<file path="src/rtl/inst_encoder_loader.sv">
// Program loader: encodes symbolic MIPS instructions, queues them and writes them into instruction memory.
// Optional macro INST_ENC_BRANCH_REL_EN: beq offset computed from an absolute byte target.
module inst_encoder_loader #(
  parameter int ADDR_W = 16,
  parameter int DEPTH  = 4
) (
  input  logic              clk,
  input  logic              rst_n,
  input  logic              load_start,
  input  logic [ADDR_W-1:0] start_addr,
  input  logic              load_end,
  input  logic              in_valid,
  output logic              in_ready,
  input  logic [2:0]        in_kind,
  input  logic [4:0]        in_rs,
  input  logic [4:0]        in_rt,
  input  logic [4:0]        in_rd,
  input  logic [4:0]        in_shamt,
  input  logic [15:0]       in_imm,
  input  logic [25:0]       in_target,
  output logic              InstM_CS,
  output logic              InstM_W,
  output logic [ADDR_W-1:0] InstM_addr,
  output logic [31:0]       InstM_data,
  input  logic              InstM_ready,
  output logic              busy,
  output logic              done,
  output logic [ADDR_W-1:0] count,
  output logic [1:0]        fsm_state
);

  localparam int PW = $clog2(DEPTH);

  typedef enum logic [1:0] {IDLE = 2'd0, RUN = 2'd1, DRAIN = 2'd2, DONE = 2'd3} state_t;
  state_t state, state_nxt;

  logic [ADDR_W-1:0] push_addr, wr_addr;
  logic [31:0]       mem [DEPTH];
  logic [PW-1:0]     wptr, rptr;
  logic [PW:0]       fcnt;
  logic              fifo_full, fifo_empty, push, pop, wr_active;
  logic [15:0]       beq_imm;
  logic [31:0]       enc_word;

  assign fifo_full  = (fcnt == (PW+1)'(DEPTH));
  assign fifo_empty = (fcnt == '0);
  assign push       = in_valid && in_ready;
  assign pop        = InstM_CS && InstM_ready;
  assign wr_active  = (state == RUN) || (state == DRAIN);
  assign fsm_state  = state;

`ifdef INST_ENC_BRANCH_REL_EN
  logic signed [ADDR_W-1:0] br_diff, br_shift;
  always_comb begin
    br_diff  = signed'({in_target[ADDR_W-1:2], 2'b00} - (push_addr + ADDR_W'(4)));
    br_shift = br_diff >>> 2;
    beq_imm  = 16'(br_shift);
  end
`else
  assign beq_imm = in_imm;
`endif

  always_comb begin
    enc_word = '0;
    case (in_kind)
      3'd0: enc_word = {6'b000000, in_rs, in_rt, in_rd, 5'b00000, 6'b100001};
      3'd1: enc_word = {6'b000000, in_rs, in_rt, in_rd, 5'b00000, 6'b100011};
      3'd2: enc_word = {6'b000000, 5'b00000, in_rt, in_rd, in_shamt, 6'b000000};
      3'd3: enc_word = {6'b001101, in_rs, in_rt, in_imm};
      3'd4: enc_word = {6'b100011, in_rs, in_rt, in_imm};
      3'd5: enc_word = {6'b101011, in_rs, in_rt, in_imm};
      3'd6: enc_word = {6'b000100, in_rs, in_rt, beq_imm};
      default: enc_word = {6'b000010, in_target};
    endcase
  end

  always_ff @(posedge clk) begin
    if (!rst_n) state <= IDLE;
    else        state <= state_nxt;
  end

  always_comb begin
    state_nxt = state;
    case (state)
      IDLE:    if (load_start) state_nxt = RUN;
      RUN:     if (load_end) state_nxt = DRAIN;
      DRAIN:   if (fifo_empty && !InstM_CS) state_nxt = DONE;
      default: state_nxt = IDLE;
    endcase
  end

  always_comb begin
    busy     = (state != IDLE);
    done     = (state == DONE);
    in_ready = (state == RUN) && !fifo_full;
  end

  // Storage needs no reset; emptiness is carried by the occupancy counter.
  always_ff @(posedge clk) begin
    if (push) mem[wptr] <= enc_word;
  end

  always_ff @(posedge clk) begin
    if (!rst_n) begin
      wptr <= '0;
      rptr <= '0;
      fcnt <= '0;
    end else begin
      if (push) wptr <= wptr + 1'b1;
      if (pop)  rptr <= rptr + 1'b1;
      fcnt <= fcnt + (PW+1)'(push) - (PW+1)'(pop);
    end
  end

  always_ff @(posedge clk) begin
    if (!rst_n) begin
      push_addr <= '0;
      wr_addr   <= '0;
      count     <= '0;
    end else begin
      if (state == IDLE && load_start) begin
        push_addr <= start_addr;
        wr_addr   <= start_addr;
        count     <= '0;
      end
      if (push) push_addr <= push_addr + ADDR_W'(4);
      if (pop) begin
        wr_addr <= wr_addr + ADDR_W'(4);
        count   <= count + ADDR_W'(1);
      end
    end
  end

  // Each word is presented from registers and held until accepted; the
  // cycle after acceptance is always idle, so writes are at most 1 per 2 cycles.
  always_ff @(posedge clk) begin
    if (!rst_n) begin
      InstM_CS   <= 1'b0;
      InstM_W    <= 1'b0;
      InstM_addr <= '0;
      InstM_data <= '0;
    end else if (InstM_CS) begin
      if (InstM_ready) begin
        InstM_CS   <= 1'b0;
        InstM_W    <= 1'b0;
        InstM_addr <= '0;
        InstM_data <= '0;
      end
    end else if (wr_active && !fifo_empty) begin
      InstM_CS   <= 1'b1;
      InstM_W    <= 1'b1;
      InstM_addr <= wr_addr;
      InstM_data <= mem[rptr];
    end
  end

endmodule

</file>
<file path="config.mk">
export PLATFORM = sky130hd
export DESIGN_NAME = inst_encoder_loader
export DESIGN_NICKNAME = d
export VERILOG_FILES = /design/src/rtl/inst_encoder_loader.sv
export SDC_FILE = /design/constraint.sdc
export NUM_CORES = 1
export LEC_CHECK = 0
export ABC_AREA = 1
export BUFFER_PORTS_ARGS = -buffer_cell sky130_fd_sc_hd__buf_2
export CAP_MARGIN = 5
export CORE_MARGIN = 3
export CORE_UTILIZATION = 56
export CTS_CLUSTER_DIAMETER = 30
export CTS_CLUSTER_SIZE = 25
export DETAILED_ROUTE_END_ITERATION = 10
export PLACE_DENSITY = 0.88
export SYNTH_ARGS = -nofsm -noshare
export SYNTH_HDL_FRONTEND = slang
export SYNTH_SLANG_ARGS = --single-unit
</file>
<file path="constraint.sdc">
create_clock -name clk -period 3.4 [get_ports clk]
set_input_delay 0.34 -clock clk [delete_from_list [all_inputs] [get_ports clk]]
set_output_delay 0.34 -clock clk [all_outputs]
set_load 0.02 [all_outputs]
</file>
==> results of run 1 <==
-- cell usage in the layout (no fill, tap or decap), types with 8 or more instances in the layout --
| cell type | count |
|---|---|
| nand3_1 | 67 |
| inv_2 | 9 |
| clkbuf_16 | 40 |
| nor2_2 | 9 |
| nor2_1 | 107 |
| o21ai_0 | 101 |
| a21oi_1 | 41 |
| buf_2 | 156 |
| nand2_2 | 8 |
| dfxtp_1 | 91 |
| o21ai_1 | 17 |
| o22a_1 | 15 |
| o22ai_1 | 17 |
| ha_1 | 12 |
| nand2_1 | 182 |
| buf_4 | 9 |
| edfxtp_1 | 124 |
| inv_1 | 54 |
-- layer usage --
layer	share of wire, %	wire length, um
met3	9.0	2150
met4	2.3	553
met5	0	0
met1	39	9300
met2	49	11800
-- metrics by stage --
| step | power (mW) | setup WS (ns) | std cells |
|---|---|---|---|
| finish | 9.18 | 0.859 | 1353 |
| global route | 9.56 | 0.620 | 1353 |
| CTS | 9.21 | 0.861 | 1353 |
| detailed placement | 5.19 | 0.893 | 1281 |
| global placement | 5.12 | 1.03 | 1281 |
| floorplan | 4.67 | 0.0795 | 946 |
-- logic make-up after synthesis --
group | share of synthesized area, %
AOI/OAI and AO/OA | 13.6
buffers and inverters | 5.34
and+or+nand+nor | 18.1
other | 0.0409
DFF | 60.7
adders and majority gates | 1.86
xor gates and xnor gates | 0.287
-- state kept, by name, summed over array words and instances, names as in the netlist, named ones only --
register	cells
fsm_state	2
InstM_CS	1
fcnt	3
rptr	2
count	16
wr_addr	16
InstM_addr	16
InstM_W	1
InstM_data	31
wptr	2
mem	124
-- worst max-delay path: cells and delay by family, from the launching register on --
| kind | cells | cell delay (ns) |
|---|---|---|
| adder cells (fa/ha/maj) | 4 | 1.02 |
| AO/OA/AOI/OAI | 3 | 0.52 |
| flip-flops | 1 | 0.33 |
| buffers and inverters | 3 | 0.21 |
| AND/OR/NAND/NOR | 1 | 0.20 |
| XOR/XNOR | 1 | 0.15 |
-- how the worst max path moves through the flow --
stage / cells past startpoint / end / from / slack, ns
finish: 12 / fcnt[2] / fsm_state[1] / 0.86
global route: 12 / fcnt[2] / fsm_state[1] / 0.62
CTS: 12 / fcnt[2] / fsm_state[1] / 0.86
detailed placement: 12 / fcnt[2] / fsm_state[1] / 0.89
global placement: 12 / fcnt[2] / fsm_state[1] / 1.03
floorplan: 4 / mem[0][0] / fsm_state[0] / 0.08
-- power breakdown --
part | internal, mW | total (mW) | switching, mW
Sequential | 3.11 | 3.30 | 0.188
Clock | 2.63 | 3.98 | 1.36
Combinational | 0.539 | 1.90 | 1.36
-- layout make-up --
| class | count | share of cell area (%) |
|---|---|---|
| Sequential cell | 216 | 48.8 |
| Multi-Input combinational cell | 621 | 27.3 |
| Clock buffer | 47 | 9.27 |
| Timing Repair Buffer | 165 | 7.44 |
| Clock inverter | 25 | 2.70 |
| Tap cell | 216 | 2.37 |
| Inverter | 63 | 2.07 |
==> impl_metrics.env, run 1 <==
export IMPL_synth_most_common_cell="nand2_1"
export IMPL_crit_fanout=9
export IMPL_synth_cells=946
export IMPL_antenna_found_initial=0
export IMPL_cts_resized_gates=0
export IMPL_crit_path_end_kind="register"
export IMPL_via_per_inst=5.65
export IMPL_outcome="completed"
export IMPL_multiInputGateArea_sq_mm=0.00312
export IMPL_postPlaceCellArea_sq_mm=0.0100
export IMPL_crit_path_max_incr_delay_ns=0.38
export IMPL_drt_first_pass_iters=6
export IMPL_rsz0062_at_grt="false"
export IMPL_cts_root_buf="clkbuf_16"
export IMPL_worstMarginPinSlew_ns=1.01
export IMPL_wl_um=23700
export IMPL_min_to="wr_addr[3]"
export IMPL_syn_cell_area_sq_mm=0.00916
export IMPL_r2r_start="fsm_state[1]"
export IMPL_grt_overflow=0
export IMPL_regToRegSetupSlack_ns=0.86
export IMPL_numCtsBuffers=39
export IMPL_gp_congestion=0.882
export IMPL_grtUsageMet3_pct=5.48
export IMPL_met1_usage_pct=32.6
export IMPL_vias=7649
export IMPL_final_layout_size_suffix_gt1_share_pct=24.2
export IMPL_first_global_vias=7494
export IMPL_yosysSeqAreaShare_pct=60.7
export IMPL_synth_area_leaders="edfxtp_1 41%, dfxtp_1 20%, nand2_1 7.5%"
export IMPL_track_usage_pct=26.1
export IMPL_max_slew_margin_rel_pct=32.8
export IMPL_cts_sinks=216
export IMPL_drt_iter0_markers=660
export IMPL_dieArea_sq_mm=0.0179
export IMPL_post_drt_wl_per_cell_um=17.6
export IMPL_yosysTopAreaCell="edfxtp_1"
export IMPL_utilization_pct=71.5
export IMPL_cts_buffer_depth=3
export IMPL_rows=46
export IMPL_post_route_period_util_pct=74.7
export IMPL_whs_ns=0.112
export IMPL_async_flop_share_pct=0
export IMPL_max_freq_mhz=394
export IMPL_insertion_delay_ns=0.53
export IMPL_ys_warn_count=0
export IMPL_io_buffers=156
export IMPL_crit_required_ns=3.80
export IMPL_num_fill_cells=1073
export IMPL_maxCapViolCount=0
export IMPL_hold_start="start_addr[3]"
export IMPL_drc_errors=0
export IMPL_synthFlopType="edfxtp_1"
export IMPL_avgSynthCellArea_sq_um=9.68
export IMPL_powerDensity_mw_per_mm2=805
export IMPL_cts_clk_slew_worst_paths_ns=0.05
export IMPL_tns_ns=0
export IMPL_grt_pass1_wl_um=37200
export IMPL_cts_tree="yes"
export IMPL_reg2reg_depth=12
export IMPL_postCtsSetupRepairBufs=0
export IMPL_power_leakage_nw=4.59
export IMPL_drtAntennaViolNets=0
export IMPL_synth_fp_nets=1046
export IMPL_whs_path_depth=3
export IMPL_ir_drop_mv=0.457
export IMPL_r2r_end="fcnt[2]"
export IMPL_finClkSkew_ns=0.0301
export IMPL_die_w_um=134
export IMPL_initial_core_util_pct=57.5
export IMPL_grt_busiest_layer="met2"
export IMPL_synthDistinctLibCells=46
export IMPL_cp_slowest_cell="fa_1"
export IMPL_final_max_slew_violation_count=0
export IMPL_met2_usage_pct=44.8
export IMPL_core_sq_mm=0.0159
export IMPL_fin_area_sq_mm=0.0114
export IMPL_synth_seq_cells=216
export IMPL_syn2layout_area_growth_pct=24.5
export IMPL_die_y_um=134
export IMPL_cts_htree_levels=2
export IMPL_cp_start_kind="register"
export IMPL_seq_area_sq_mm=0.00557
export IMPL_synth_top_area_share_pct=40.6
export IMPL_dp_hpwl_um=14200
export IMPL_num_antenna_cells=0
export IMPL_io_pin_count=158
export IMPL_min_path_type="in2reg"
export IMPL_nets=1206
export IMPL_synth_edf_count=124
export IMPL_min_period_ns=2.54
export IMPL_synthTopCellsByCount="182 x nand2_1, 124 x edfxtp_1, 111 x nor2_1, 101 x o21ai_0, 92 x dfxtp_1"
export IMPL_arrival_ns=2.94
export IMPL_grt_max_degree=63
export IMPL_path_class="reg2reg"
export IMPL_cts_hold_buf=0
export IMPL_setup_viol=0
export IMPL_path_cells="inv_1, ha_1, a21boi_0, nand2_2, ha_1, inv_1, ha_1, inv_1, fa_1, xnor2_1, o21ai_0, a21oi_1"
export IMPL_hold_viol_final=0
Power figures use the tool's default switching activity.
==> run 2: changes to the inputs <==
- clock period: 3.4 -> 2.5 ns (I/O delays scaled with it)
==> run 2 against run 1 <==
Critical path depth did not move; non-clock buffer count up 10; routed wire length is 2.2% lower; combinational power grew 40%; sequential power rose by 37%; critical path type unchanged; critical endpoint unchanged; largest power group unchanged.
==> impl_metrics.env, run 2 (same netlist as run 1, synthesis figures left out) <==
export IMPL_outcome="completed"
export IMPL_cts_htree_levels=2
export IMPL_hold_viol_final=0
export IMPL_gp_congestion=0.929
export IMPL_final_max_slew_violation_count=0
export IMPL_p_sw_share_pct=29.8
export IMPL_first_global_vias=7495
export IMPL_io_pin_count=158
export IMPL_die_y_um=134
export IMPL_intPower_mw=9.00
export IMPL_ir_drop_mv=0.560
export IMPL_vias=7736
export IMPL_final_layout_size_suffix_gt1_share_pct=24.6
export IMPL_tns_ns=0
export IMPL_r2r_start="fsm_state[1]"
export IMPL_powerDensity_mw_per_mm2=1110
export IMPL_cts_clk_slew_worst_paths_ns=0.04
export IMPL_drt_iter0_markers=751
export IMPL_grt_pass1_wl_um=36600
export IMPL_drc_errors=0
export IMPL_cts_sinks=216
export IMPL_insertion_delay_ns=0.52
export IMPL_cts_resized_gates=0
export IMPL_r2r_end="fcnt[2]"
export IMPL_crit_fanout=5
export IMPL_finClkSkew_ns=0.0347
export IMPL_min_path_type="in2reg"
export IMPL_rsz0062_at_grt="false"
export IMPL_dp_hpwl_um=13700
export IMPL_place_inst=1289
export IMPL_utilization_pct=72.6
export IMPL_wl_um=23200
export IMPL_via_per_inst=5.69
export IMPL_worstMarginPinSlew_ns=0.657
export IMPL_arrival_ns=2.73
export IMPL_mostFrequentLayoutCells="182 x nand2_1, 156 x buf_2, 124 x edfxtp_1"
export IMPL_drtAntennaViolNets=0
export IMPL_initial_core_util_pct=57.5
export IMPL_power_leakage_nw=4.68
export IMPL_netSwitchingPower_mw=3.82
export IMPL_cp_start_kind="register"
export IMPL_numCtsBuffers=38
export IMPL_pwr_share_comb_pct=20.8
export IMPL_grt_max_degree=45
export IMPL_cts_root_buf="clkbuf_16"
export IMPL_grt_overflow=0
export IMPL_path_cells="inv_1, ha_1, a21boi_4, nand2_2, ha_1, inv_1, ha_1, inv_1, fa_1, xnor2_1, o21ai_0, a21oi_1"
export IMPL_antenna_found_initial=0
export IMPL_die_w_um=134
export IMPL_rows=46
export IMPL_min_to="wr_addr[3]"
export IMPL_layout_commonest_cell="nand2_1"
export IMPL_track_usage_pct=25.5
export IMPL_post_drt_wl_per_cell_um=17.1
export IMPL_crit_required_ns=2.92
export IMPL_cp_slowest_cell="fa_1"
export IMPL_drt_first_pass_iters=6
export IMPL_cts_tree="yes"
export IMPL_largest_reg_flops=124
export IMPL_io_buffers=156
export IMPL_regToRegSetupSlack_ns=0.19
export IMPL_hold_start="start_addr[3]"
export IMPL_top_regs="mem: 124 flops, InstM_data: 31 flops"
export IMPL_finalNonFillerCells=1359
export IMPL_max_freq_mhz=433
export IMPL_num_antenna_cells=0
export IMPL_path_class="reg2reg"
export IMPL_cts_buffer_depth=3
export IMPL_syn2layout_area_growth_pct=26.3
export IMPL_max_slew_margin_rel_pct=56.1
export IMPL_nets=1215
export IMPL_seqPwrFrac_pct=35.2
export IMPL_core_sq_mm=0.0159
export IMPL_setup_viol=0
export IMPL_min_period_ns=2.31
export IMPL_dieArea_sq_mm=0.0179
export IMPL_top_register="mem"
export IMPL_reg2reg_depth=12
export IMPL_crit_path_end_kind="register"
export IMPL_num_fill_cells=1085
export IMPL_whs_path_depth=3
export IMPL_p_clk_share_pct=44.1
export IMPL_postCtsSetupRepairBufs=0
export IMPL_maxCapViolCount=0
export IMPL_crit_path_max_incr_delay_ns=0.37
export IMPL_post_route_period_util_pct=92.3
run 2: cell types whose count changed in the layout (fill, tap and decap cells not counted):
cell and delta:
clkinvlp_4 -4, dlygate4sd3_1 +2, clkinv_4 +2, inv_8 -2, buf_12 +2, a21boi_4 +1
clkinv_1 -1, inv_6 -1, clkinv_2 -1, buf_4 +6, clkinv_8 -1, a21boi_0 -1
bufinv_16 +4
run 2: worst max-delay path by stage:
stage,start,end,slack [ns],depth (start not counted)
finish,fsm_state[1],fcnt[2],0.19,12
global route,fsm_state[1],fcnt[2],0.06,12
CTS,fsm_state[1],fcnt[2],0.20,12
detailed placement,fsm_state[1],fcnt[2],0.25,12
global placement,fsm_state[1],fcnt[2],0.35,12
floorplan,fsm_state[0],fcnt[2],0.07,11
run 2: timing repair:
item | in CTS | in global routing
endpoints found under the setup margin | 0 | 0
hold buffers | 2 | 0
hold endpoints to repair | 2 | 0
run 2: critical path, delay by kind of cell (launching register included):
kind / cells / cell delay, ns
buffers and inverters: 3 / 0.21
AOI/OAI and AO/OA: 3 / 0.45
DFF: 1 / 0.34
adders and majority gates: 4 / 1.00
xor gates and xnor gates: 1 / 0.19
and+or+nand+nor: 1 / 0.07
run 2: final cells by class:
cell class | instances | area (sq um) | area share [%]
inverters | 63 | 236 | 2.04
clock buffers | 47 | 1060 | 9.14
well taps | 216 | 270 | 2.34
multi-input cells | 621 | 3130 | 27.0
clock inverters | 21 | 359 | 3.10
flip-flops and latches | 216 | 5570 | 48.1
repair buffers | 175 | 953 | 8.24
run 2: through the flow:
| step | power [mW] | instance area (sq um) | hold WS (ns) | worst slack (ns) |
|---|---|---|---|---|
| after global placement | 7.09 | 10100 | 0.450 | 0.347 |
| after floorplan | 6.38 | 9180 | 0.385 | 0.0665 |
| after CTS | 12.8 | 11600 | 0.0247 | 0.200 |
| after detailed placement | 7.15 | 10100 | 0.454 | 0.255 |
| final | 12.8 | 11600 | 0.0468 | 0.193 |
| after global routing | 13.3 | 11600 | 0.0501 | 0.0578 |
run 2: power groups by stage:
stage	logic (mW)	registers, mW	clock network [mW]
after floorplan	1.64	4.74	0
after CTS	2.65	4.50	5.69
after global routing	2.92	4.55	5.85
after detailed placement	2.59	4.56	0
after global placement	2.55	4.54	0
final	2.66	4.51	5.65
run 2: per-layer routing:
layer	track usage [%]	vias to the layer above	part of all wire, %
met3	5.48	71	9.3
met5	0	-	0
met1	31.8	3589	39
li1	-	3605	-
met4	11.2	0	3.1
met2	43.0	471	48
==> run 3: changes to the inputs <==
- ABC_AREA: 1 -> 0
==> run 3 against run 2 <==
Core utilization fell by 0.13 points; clock power fell by 14%; area after synthesis fell by 2.4%; routed wire length fell by 9.0%; sequential share of layout area rose by 1.7 points; critical endpoint unchanged; worst setup slack got worse by 0.050 ns.
==> impl_metrics.env, run 3 <==
export IMPL_outcome="completed"
export IMPL_synth_edf_count=124
export IMPL_dp_hpwl_um=13500
export IMPL_insertion_delay_ns=0.51
export IMPL_top_regs="mem: 124 flops, InstM_data: 31 flops"
export IMPL_synth_cells=678
export IMPL_num_fill_cells=956
export IMPL_rsz0062_at_grt="false"
export IMPL_path_class="reg2reg"
export IMPL_arrival_ns=2.72
export IMPL_antenna_found_initial=0
export IMPL_top_register="mem"
export IMPL_hold_viol_final=0
export IMPL_rows=45
export IMPL_powerDensity_mw_per_mm2=990
export IMPL_syn_cell_area_sq_mm=0.00894
export IMPL_async_flop_share_pct=0
export IMPL_power_leakage_nw=4.37
export IMPL_num_antenna_cells=0
export IMPL_cts_resized_gates=0
export IMPL_cts_root_buf="clkbuf_16"
export IMPL_cts_sinks=216
export IMPL_grt_pass1_wl_um=33900
export IMPL_dieArea_sq_mm=0.0175
export IMPL_seq_area_sq_mm=0.00557
export IMPL_min_path_type="in2reg"
export IMPL_postCtsSetupRepairBufs=0
export IMPL_die_w_um=132
export IMPL_yosysSeqAreaShare_pct=62.2
export IMPL_initial_core_util_pct=58.0
export IMPL_grt_overflow=0
export IMPL_finalNonFillerCells=1090
export IMPL_cp_start_kind="register"
export IMPL_tns_ns=0
export IMPL_setup_viol=0
export IMPL_core_sq_mm=0.0154
export IMPL_synth_area_leaders="edfxtp_1 42%, dfxtp_1 21%, mux4_2 7.8%"
export IMPL_io_buffers=156
export IMPL_synth_most_common_cell="edfxtp_1"
export IMPL_cts_clk_slew_worst_paths_ns=0.05
export IMPL_min_period_ns=2.36
export IMPL_mostFrequentLayoutCells="156 x buf_2, 124 x edfxtp_1, 91 x dfxtp_1"
export IMPL_max_freq_mhz=424
export IMPL_synthTopCellsByCount="124 x edfxtp_1, 92 x dfxtp_1, 64 x nand2_1, 43 x a22o_1, 38 x a21oi_1"
export IMPL_die_y_um=132
export IMPL_multiInputGateArea_sq_mm=0.00312
export IMPL_synthDistinctLibCells=60
export IMPL_final_max_slew_violation_count=0
export IMPL_final_layout_size_suffix_gt1_share_pct=32.1
export IMPL_ir_drop_mv=0.613
export IMPL_max_slew_margin_rel_pct=29.0
export IMPL_drt_iter0_markers=485
export IMPL_post_drt_wl_per_cell_um=19.4
export IMPL_synth_seq_cells=216
export IMPL_first_global_vias=6252
export IMPL_cts_htree_levels=2
export IMPL_crit_required_ns=2.86
export IMPL_largest_reg_flops=124
export IMPL_synth_top_area_share_pct=41.6
export IMPL_drtAntennaViolNets=0
export IMPL_crit_fanout=6
export IMPL_layout_commonest_cell="buf_2"
export IMPL_io_pin_count=158
export IMPL_vias=6350
export IMPL_synth_fp_nets=778
export IMPL_crit_path_end_kind="register"
export IMPL_cts_tree="yes"
export IMPL_yosysTopAreaCell="edfxtp_1"
export IMPL_maxCapViolCount=0
export IMPL_syn2layout_area_growth_pct=25.0
export IMPL_nets=951
export IMPL_drc_errors=0
export IMPL_gp_congestion=0.906
export IMPL_track_usage_pct=24.3
export IMPL_wl_um=21100
export IMPL_place_inst=1022
export IMPL_ys_warn_count=0
export IMPL_cts_buffer_depth=3
export IMPL_drt_first_pass_iters=5
export IMPL_avgSynthCellArea_sq_um=13.2
export IMPL_synthFlopType="edfxtp_1"
export IMPL_finClkSkew_ns=0.0249
export IMPL_numCtsBuffers=36
export IMPL_worstMarginPinSlew_ns=1.06
export IMPL_via_per_inst=5.83
export IMPL_post_route_period_util_pct=94.3
export IMPL_grt_max_degree=42
## run 3: layout make-up
| type | instances | share of cell area (%) |
|---|---|---|
| sequential | 216 | 49.8 |
| timing repair buffer | 175 | 8.42 |
| multi-input combinational | 404 | 27.9 |
| clock inverter | 15 | 1.51 |
| tap | 211 | 2.36 |
| inverter | 18 | 0.604 |
| clock buffer | 51 | 9.39 |
## run 3: cell families after synthesis
logic type / share of synthesized area [%]
multiplexers: 10.6
other: 0.0419
buffers and inverters: 2.87
flip-flops: 62.2
AND/OR/NAND/NOR: 10.1
adder cells (fa/ha/maj): 1.90
AO/OA/AOI/OAI: 11.3
XOR/XNOR: 0.980
## run 3: path summary, 6_finish.rpt
check                                   start         end  slack [ns]  depth (start not counted)
worst max register to register        fcnt[1]     fcnt[2]        0.14                         10
worst max-delay path                  fcnt[1]     fcnt[2]        0.14                         10
worst min register to register     wr_addr[1]  wr_addr[1]        0.46                          2
worst min-delay path            start_addr[2]  wr_addr[2]        0.04                          3
## run 3: power breakdown
group	internal, mW	switching, mW
Sequential	4.14	0.254
Combinational	0.690	1.12
Clock	3.23	1.63
Total	8.07	3.00
## run 3: critical path, stage by stage, from the launching register on
cell and delay [ns]:
dfxtp_1 0.47, nor2_1 0.12, a211o_1 0.37, ha_1 0.31
inv_1 0.06, ha_1 0.12, inv_1 0.05, fa_1 0.37
xor2_1 0.17, xnor2_1 0.13, nor2_1 0.05
## run 3: stage by stage
step	instance area [sq um]	setup WS (ns)	utilization [%]	total power [mW]	hold slack, ns
final	11200	0.142	72.4	11.1	0.0352
after global routing	11200	0.00738	72.4	11.5	0.0426
after CTS	11200	0.139	72.4	11.1	0.0216
after detailed placement	9940	0.165	64.4	6.23	0.450
after global placement	9940	0.214	64.4	6.18	0.444
after floorplan	8940	0.0355	-	5.63	0.386
## run 3: metal layers
layer	up-vias	global-route usage, %	share of wire [%]
met5	-	0	0
met4	0	9.01	2.7
li1	2952	-	-
met3	52	5.53	9.1
met2	358	40.2	49
met1	2988	31.5	39
## run 3: repair_timing
action / CTS / global route
setup endpoints to repair: 0 / 1
hold endpoints to repair: 2 / 0
hold buffers: 2 / 0
